==> src/rtl/lfsr_run_ctrl.sv <==
// lfsr_run_ctrl: runs a Fibonacci LFSR for a programmed number of steps per job
//
// Ports:
//   clk         system clock, rising edge
//   rst         asynchronous active-high reset
//   start_i     job request, sampled only in IDLE
//   seed_i      initial LFSR value, captured with start_i
//   count_i     number of valid outputs per job, captured with start_i
//   hold_i      freezes LFSR and step counter while running
//   abort_i     ends a job in LOAD/RUN without a done pulse
//   op_o        current LFSR register
//   valid_o     op_o is a counted output this cycle
//   busy_o      a job is in LOAD or RUN
//   done_o      one-cycle pulse at job completion
//   seed_err_o  last accepted seed was all-zero and was replaced by 1
//   wrap_o      LFSR period boundary pulse (only with LFSR_WRAP_DET_EN defined, else 0)
//
// Optional feature macro: LFSR_WRAP_DET_EN
module lfsr_run_ctrl #(
    parameter int              WIDTH = 4,
    parameter logic [WIDTH-1:0] TAPS = 4'b1001,
    parameter int              CNT_W = 8
) (
    input  logic             clk,
    input  logic             rst,
    input  logic             start_i,
    input  logic [WIDTH-1:0] seed_i,
    input  logic [CNT_W-1:0] count_i,
    input  logic             hold_i,
    input  logic             abort_i,
    output logic [WIDTH-1:0] op_o,
    output logic             valid_o,
    output logic             busy_o,
    output logic             done_o,
    output logic             seed_err_o,
    output logic             wrap_o
);
    typedef enum logic [1:0] {S_IDLE, S_LOAD, S_RUN, S_DONE} state_t;

    state_t           state_q, state_d;
    logic [WIDTH-1:0] lfsr_q, lfsr_d;
    logic [WIDTH-1:0] seed_q, seed_d;
    logic [CNT_W-1:0] cnt_q, cnt_d;
    logic [CNT_W-1:0] count_q, count_d;
    logic             seed_err_q, seed_err_d;
    logic [WIDTH-1:0] san_seed;
    logic [WIDTH-1:0] lfsr_step;

    // An all-zero seed would lock the LFSR, so it is replaced by 1
    assign san_seed  = (seed_q == '0) ? WIDTH'(1) : seed_q;
    assign lfsr_step = {lfsr_q[WIDTH-2:0], ^(lfsr_q & TAPS)};

    always_comb begin
        state_d    = state_q;
        lfsr_d     = lfsr_q;
        seed_d     = seed_q;
        cnt_d      = cnt_q;
        count_d    = count_q;
        seed_err_d = seed_err_q;
        case (state_q)
            S_IDLE: begin
                if (start_i) begin
                    state_d = S_LOAD;
                    seed_d  = seed_i;
                    count_d = count_i;
                end
            end
            S_LOAD: begin
                if (abort_i) begin
                    state_d = S_IDLE;
                end else begin
                    lfsr_d     = san_seed;
                    seed_err_d = (seed_q == '0);
                    cnt_d      = '0;
                    state_d    = (count_q != '0) ? S_RUN : S_DONE;
                end
            end
            S_RUN: begin
                // abort outranks both hold and the terminal count
                if (abort_i) begin
                    state_d = S_IDLE;
                end else if (!hold_i) begin
                    lfsr_d  = lfsr_step;
                    cnt_d   = cnt_q + CNT_W'(1);
                    state_d = (cnt_q == count_q - CNT_W'(1)) ? S_DONE : S_RUN;
                end
            end
            S_DONE:  state_d = S_IDLE;
            default: state_d = S_IDLE;
        endcase
    end

    always_ff @(posedge clk or posedge rst) begin
        if (rst) begin
            state_q    <= S_IDLE;
            lfsr_q     <= WIDTH'(1);
            seed_q     <= '0;
            cnt_q      <= '0;
            count_q    <= '0;
            seed_err_q <= 1'b0;
        end else begin
            state_q    <= state_d;
            lfsr_q     <= lfsr_d;
            seed_q     <= seed_d;
            cnt_q      <= cnt_d;
            count_q    <= count_d;
            seed_err_q <= seed_err_d;
        end
    end

    assign op_o       = lfsr_q;
    assign valid_o    = (state_q == S_RUN) & ~hold_i;
    assign busy_o     = (state_q == S_LOAD) | (state_q == S_RUN);
    assign done_o     = (state_q == S_DONE);
    assign seed_err_o = seed_err_q;

`ifdef LFSR_WRAP_DET_EN
    logic [WIDTH-1:0] san_q, san_d;
    logic             match_q, match_d;

    // match_q flags that the upcoming RUN cycle shows the sanitised seed again
    // after at least one step; the pulse itself only fires on a non-hold cycle
    always_comb begin
        san_d   = (state_q == S_LOAD && !abort_i) ? san_seed : san_q;
        match_d = (state_d == S_RUN) && (cnt_d != '0) && (lfsr_d == san_d);
    end

    always_ff @(posedge clk or posedge rst) begin
        if (rst) begin
            san_q   <= WIDTH'(1);
            match_q <= 1'b0;
        end else begin
            san_q   <= san_d;
            match_q <= match_d;
        end
    end

    assign wrap_o = match_q & ~hold_i;
`else
    assign wrap_o = 1'b0;
`endif
endmodule
==> config.mk <==
export PLATFORM = sky130hd
export DESIGN_NAME = lfsr_run_ctrl
export DESIGN_NICKNAME = d
export VERILOG_FILES = /design/src/rtl/lfsr_run_ctrl.sv
export SDC_FILE = /design/constraint.sdc
export NUM_CORES = 1
export LEC_CHECK = 0
export ABC_AREA = 1
export BUFFER_PORTS_ARGS = -buffer_cell sky130_fd_sc_hd__buf_2
export CAP_MARGIN = 10
export CORE_ASPECT_RATIO = 0.6
export CORE_MARGIN = 8
export CORE_UTILIZATION = 30
export CTS_BUF_LIST = sky130_fd_sc_hd__clkbuf_16
export CTS_CLUSTER_DIAMETER = 200
export DETAILED_ROUTE_END_ITERATION = 7
export PLACE_DENSITY = 0.59
export SYNTH_ARGS = -nofsm -noshare
export SYNTH_HDL_FRONTEND = slang
export SYNTH_SLANG_ARGS = --single-unit
==> constraint.sdc <==
create_clock -name clk -period 3.3 [get_ports clk]
set_input_delay 0.165 -clock clk [delete_from_list [all_inputs] [get_ports clk]]
set_output_delay 0.165 -clock clk [all_outputs]
set_load 0.01 [all_outputs]
==> flow_metrics.tcl, run 1 <==
set metrics [dict create \
    grt_overflow 0 \
    grt_pass1_vias 1211 \
    ys_seq_area_share_pct 42.33 \
    yosysMostFrequentCell "nand2_1" \
    avgViaCountPerCell 4.553 \
    cts_tree "done" \
    pwr-share-comb_pct 43.3 \
    dr_total_vias 1384 \
    hp-class "primary input to flip-flop" \
    portBuffers 24 \
    p_per_area_nw_per_um2 767.4 \
    routed_wirelength_um 3894 \
    clk_path_buf_depth 2 \
    min_period_ns 2.083 \
    cp-end-kind "flip-flop" \
    syn2layout_area_growth_pct 18.23 \
    synth_edf_count 0 \
    ir_drop_mv 0.3223 \
    crit_type "flip-flop to flip-flop" \
    power_leakage_nw 0.9318 \
    hpwlAfterDp_um 3051 \
    cts_sinks 27 \
    synthAdderAreaFrac_pct 5.477 \
    cap_violations 0 \
    synth_area_leader_cell "dfrtp_1" \
    syn-cell-area_um2 1599 \
    clk_pin_slew_ns 0.07 \
    start_kind "flip-flop" \
    setup_viol 0 \
    power_mw 1.451 \
    fin_setup_tns_ns 0 \
    synthXorXnorAreaFrac_pct 1.095 \
    clk_latency_ns 0.26 \
    critPathSlowestCell "ha_1" \
    antenna_found_initial 0 \
    slew_headroom_pct 50.24 \
    syn_nets 237 \
    drt_first_iter_violations 79 \
    reg2reg_slack_ns 1.22 \
    worst-r2r-cell-count 9 \
    synth_warnings 0 \
    synth_top_area_share_pct 40.69 \
    slowest_delay_ns 0.43 \
    clock_power_share_pct 18.9 \
    coreArea_um2 5105 \
    grt_pass1_wl_um 6334 \
    htreeDepth 1 \
    clock_skew_ns 0.008913 \
    start_util_pct 31.32 \
    insertedDiodeCount 0 \
    fin_nets 263 \
    synth-compound-area-share_pct 12.44 \
    synthArstFlopShare_pct 100.0 \
    ys.flop_type "dfrtp_1" \
    yosysUniqueCellTypes 30 \
    run_status "finished clean" \
    dr.pass1.iters 4 \
    hold_viol 0 \
    holdPathStages 3 \
    critPathTopFamily "simple AND/OR/NAND/NOR gates" \
    synthTopCellsByArea "dfrtp_1, nand2_1, nor2_1" \
    fmax_ghz 0.4800 \
    multi_input_area_um2 770.7 \
    die_area_um2 7999 \
    worstMarginPinSlew_ns 0.7446 \
    path_depth 9 \
    period_share_pct 63.13 \
    syn-mean-instance-area_um2 7.507 \
    fill_cells 569 \
    p_int_mw 0.8393 \
    synthSimpleGateAreaFrac_pct 28.95 \
    synth_top_family_by_area "simple AND/OR/NAND/NOR gates" \
    fp-row-count 20 \
    crit_chain "inv_1 > ha_1 > nand2_2 > nor2_4 > inv_2 > o21ai_4 > nand3_1 > nor3_1 > nor3b_2" \
    wl_per_cell_um 12.81 \
    rsz0062_at_grt "no" \
    grt_start_max_net_pins 28 \
    antenna_left 0 \
    gp_congestion 0.8118 \
    drive_gt1_share_pct 19.75 \
    ioPinCount 26 \
    worstPathMaxFanout 15 \
    cts_setup_buffers 0 \
    synth_seq_cells 27 \
    die_w_um 110.3 \
    switching_power_mw 0.6116 \
    seqPwrFrac_pct 37.8 \
    numCtsBuffers 3 \
    critPathArrivalTime_ns 2.22 \
    synth_commonest_cells "nand2_1, nor2_1, dfrtp_1" \
    drc 0 \
    slew_viol_final 0 \
    synth_mux_area_share_pct 0 \
    regArea_um2 676.9 \
    clockRootBuffer "clkbuf_16" \
    grtUsageTotal_pct 10.06 \
    swShare_pct 42.15 \
    dieHeight_um 72.55 \
    critical_path_required_ns 3.44 \
    worst-path-buf-inv 2 \
    syn_inst 213 \
]
[layout by cell type (no fill, tap or decap)]
cell type,instances
a21oi_1,17
o31ai_1,1
nand2_1,40
xnor2_1,2
a211oi_1,1
dfrtp_1,26
nor2_4,2
o22ai_1,2
nor3b_1,1
nand3_1,17
buf_2,24
inv_2,8
conb_1,1
buf_16,1
o21ai_0,4
nor3b_2,1
nand4_1,1
o21ai_4,1
a31oi_1,3
ha_1,7
o21ai_1,3
inv_1,26
nand2_2,4
nor3_1,7
dlygate4sd3_1,1
o21a_1,1
dfstp_2,1
or2_2,1
clkbuf_16,3
a21oi_2,1
nor2_1,30
[through the flow]
step	instance area [µm²]	setup WS [ns]	hold WS, ns	cells	utilization [%]
after floorplan	1599	1.786	0.2170	213	-
after global placement	1774	1.338	0.4118	298	34.75
after detailed placement	1774	1.238	0.4179	298	34.75
after CTS	1853	1.234	0.1499	302	36.30
after global routing	1891	0.9636	0.1702	304	37.03
final	1891	1.217	0.1513	304	37.03
[registers in the layout, indices dropped and copies added, names as in the netlist]
| name | count |
|---|---|
| seed_q | 4 |
| state_q | 2 |
| count_q | 8 |
| seed_err_o | 1 |
| cnt_q | 8 |
| op_o | 4 |
[worst min-delay path: stages]
cell and delay, ns:
buf_2 0.07, nor2_1 0.03, a21oi_1 0.10
[area by class of cell]
type | count | area share, %
sequential | 27 | 35.80
clock inverter | 1 | 0.1985
tap | 66 | 4.368
inverter | 33 | 6.552
timing repair buffer | 26 | 8.339
multi-input combinational | 148 | 40.77
clock buffer | 3 | 3.971
[layer usage]
| layer | up-vias | track usage, % | wire, µm |
|---|---|---|---|
| li1 | 729 | - | - |
| met1 | 607 | 17.74 | 2343 |
| met2 | 46 | 10.26 | 1214 |
| met3 | 2 | 3.006 | 304 |
| met4 | 0 | 1.762 | 31 |
| met5 | - | 0 | 0 |
[power groups by stage]
| stage | clock network, mW | logic, mW | registers [mW] |
|---|---|---|---|
| floorplan | 0 | 0.466 | 0.537 |
| global placement | 0 | 0.627 | 0.549 |
| detailed placement | 0 | 0.619 | 0.552 |
| CTS | 0.283 | 0.625 | 0.547 |
| global route | 0.297 | 0.717 | 0.564 |
| finish | 0.274 | 0.628 | 0.549 |
[logic make-up after synthesis]
logic type,Yosys count
other,1
buffers and inverters,38
flip-flops,27
XOR/XNOR,2
AND/OR/NAND/NOR,104
AO/OA/AOI/OAI,34
adder cells (fa/ha/maj),7
[worst paths after layout]
check	startpoint	end
worst max-delay path	state_q[0]$_DFFE_PP0P_	cnt_q[7]$_DFFE_PP0P_
worst min-delay path	count_i[5]	count_q[5]$_DFFE_PP0P_
worst max register to register	state_q[0]$_DFFE_PP0P_	cnt_q[7]$_DFFE_PP0P_
worst min register to register	seed_err_o$_DFFE_PP0P_	seed_err_o$_DFFE_PP0P_
max in group asynchronous	rst	op_o[0]$_DFFE_PP1P_
min in group asynchronous	rst	count_q[1]$_DFFE_PP0P_
[repair_timing]
| item | CTS | global route |
|---|---|---|
| gates resized for setup | 0 | 0 |
| endpoints found under the hold margin | 0 | 9 |
| hold buffers | 0 | 1 |
Note: power is estimated with default switching activity, not from simulation.
==> run 2, diff against run 1 <==
Settings changed: ABC_AREA 1 to 0.
Clock period 3.3 ns to 1.95 ns, I/O delays scaled along.
==> run 2 against run 1 <==
Compared with the run above: critical path type unchanged; first-iteration DRC count is 42% lower; worst hold slack worse by 0.091 ns; largest power group unchanged; area after synthesis down 2.4%.
==> flow_metrics.tcl, run 2 <==
set metrics [dict create \
    run_status "finished clean" \
    synth_edf_count 0 \
    setup_viol 0 \
    cts_tree "done" \
    final-instance-count-excl-fill 257 \
    hp-class "primary input to flip-flop" \
    syn_nets 179 \
    final_common_cell "dfrtp_1" \
    synthXorXnorAreaFrac_pct 5.613 \
    fin_setup_tns_ns 0 \
    antenna_left 0 \
    setup_slack_ns 0.1031 \
    synth_top_family_by_area "simple AND/OR/NAND/NOR gates" \
    start_kind "flip-flop" \
    holdWs_ns 0.06041 \
    critPathArrivalTime_ns 2.00 \
    fmax_ghz 0.5414 \
    synth_top_area_share_pct 41.70 \
    power_mw 2.803 \
    portBuffers 24 \
    fp-row-count 20 \
    numCtsBuffers 3 \
    routed_wirelength_um 3711 \
    clockRootBuffer "clkbuf_16" \
    htreeDepth 1 \
    fin_nets 216 \
    final_util_pct 39.01 \
    slew_viol_final 0 \
    period_share_pct 94.71 \
    r2r_end "state_q[0]$_DFFE_PP0P_" \
    power_leakage_nw 0.8862 \
    place_area_um2 1844 \
    dp.cells 252 \
    synth-compound-area-share_pct 13.39 \
    fill_cells 522 \
    hpwlAfterDp_um 2907 \
    grt_pass1_wl_um 5768 \
    dieHeight_um 71.86 \
    ys.flop_type "dfrtp_1" \
    grt_overflow 0 \
    cts_setup_buffers 0 \
    syn-mean-instance-area_um2 10.07 \
    synth_area_leader_cell "dfrtp_1" \
    antenna_found_initial 0 \
    drc 0 \
    insertedDiodeCount 0 \
    syn_inst 155 \
    die_w_um 109.1 \
    synthSimpleGateAreaFrac_pct 16.12 \
    synthTopCellsByArea "dfrtp_1, mux2_2, ha_1" \
    coreArea_um2 5030 \
    syn-cell-area_um2 1560 \
    hp-start "count_i[3]" \
    dr.pass1.iters 5 \
    synth_warnings 0 \
    slew_headroom_pct 50.23 \
    worstPathMaxFanout 4 \
    fin_area_um2 1962 \
    grtUsageTotal_pct 9.398 \
    worst-r2r-cell-count 5 \
    wl_per_cell_um 14.44 \
    synth_commonest_cells "dfrtp_1, mux2_2, a21oi_1, nor2_1, o21ai_0" \
    clk_latency_ns 0.26 \
    synth_mux_area_share_pct 11.95 \
    holdPathStages 2 \
    gp_congestion 0.7498 \
    p_per_area_nw_per_um2 1429 \
    ys_seq_area_share_pct 43.38 \
    clk_path_buf_depth 2 \
    mostFrequentLayoutCells "dfrtp_1, buf_2, mux2_2, buf_4" \
    ioPinCount 26 \
    dr_total_vias 1203 \
    die_area_um2 7840 \
    hold_path_end "count_q[3]$_DFFE_PP0P_" \
    min_period_ns 1.847 \
    pre_cts_ws_ns -0.1152 \
    start_util_pct 31.02 \
    drive_gt1_share_pct 32.98 \
    hold_viol 0 \
    worstMarginPinSlew_ns 0.7457 \
    synth_seq_cells 27 \
    grt_pass1_vias 1153 \
    top_regs "cnt_q x8, count_q x8" \
    clk_pin_slew_ns 0.07 \
    grt_start_max_net_pins 20 \
    reg2reg_slack_ns 0.10 \
    reg2reg_from "count_q[1]$_DFFE_PP0P_" \
    avgViaCountPerCell 4.681 \
    cts_sinks 27 \
    synthArstFlopShare_pct 100.0 \
    yosysMostFrequentCell "dfrtp_1" \
    ir_drop_mv 0.6960 \
    yosysUniqueCellTypes 40 \
    drt_first_iter_violations 46 \
    cp-end-kind "flip-flop" \
    synthAdderAreaFrac_pct 5.613 \
    clock_skew_ns 0.003137 \
    crit_type "flip-flop to flip-flop" \
    syn2layout_area_growth_pct 25.74 \
    critical_path_required_ns 2.10 \
    cap_violations 0 \
]
==> run 2: metal layers <==
metal / vias up / global-route usage [%] / share of wire (%)
met3: 0 / 3.671 / 5.3
met1: 555 / 13.69 / 55
met5: - / 0 / 0
li1: 630 / - / -
met2: 18 / 13.13 / 40
met4: 0 / 0.4525 / 0
==> run 2: worst max path at each step <==
stage | start | slack [ns] | to | depth (start not counted)
after detailed placement | count_q[1]$_DFFE_PP0P_ | -0.12 | state_q[0]$_DFFE_PP0P_ | 5
final | count_q[1]$_DFFE_PP0P_ | 0.10 | state_q[0]$_DFFE_PP0P_ | 5
after CTS | count_q[1]$_DFFE_PP0P_ | 0.09 | state_q[0]$_DFFE_PP0P_ | 5
after global routing | count_q[1]$_DFFE_PP0P_ | -0.001 | state_q[0]$_DFFE_PP0P_ | 5
after floorplan | state_q[0]$_DFFE_PP0P_ | 0.06 | cnt_q[7]$_DFFE_PP0P_ | 8
after global placement | count_q[0]$_DFFE_PP0P_ | 0.08 | state_q[0]$_DFFE_PP0P_ | 5
==> run 2: area by class of cell <==
type | instances | area (µm²) | share of cell area [%]
clock buffers | 3 | 75.07 | 3.827
clock inverters | 1 | 7.507 | 0.3827
repair buffers | 38 | 227.7 | 11.61
inverters | 8 | 30.03 | 1.531
multi-input cells | 114 | 862.1 | 43.94
well taps | 66 | 82.58 | 4.209
flip-flops and latches | 27 | 676.9 | 34.50
==> run 2: cells by family (layout without fill, tap and decap cells) <==
kind of cell    Yosys count  count (layout)
compound gates           33              33
flops                    27              27
xor+xnor                 10              10
mux                      17              17
other cells               1               1
fa+ha+maj                 7               7
buf+inv                  14              50
simple gates             46              46
==> run 2: where the power goes <==
group / switching [mW] / internal, mW
registers: 0.228 / 0.781
logic: 0.649 / 0.669
clock network: 0.198 / 0.279
total: 1.08 / 1.73
==> run 2: critical path, stage by stage (launching register included) <==
cell and delay (ns):
dfrtp_1 0.41, or4_4 0.58, o21a_1 0.21, nor4_2 0.20, nor3_1 0.09, o41ai_2 0.23
==> run 2: what timing repair did <==
item	4_1_cts	5_1_grt
gates cloned	0	0
hold buffers	1	0
pin swaps	1	1
hold endpoints to repair	16	0
resized for setup	2	2
setup endpoints to repair	1	1
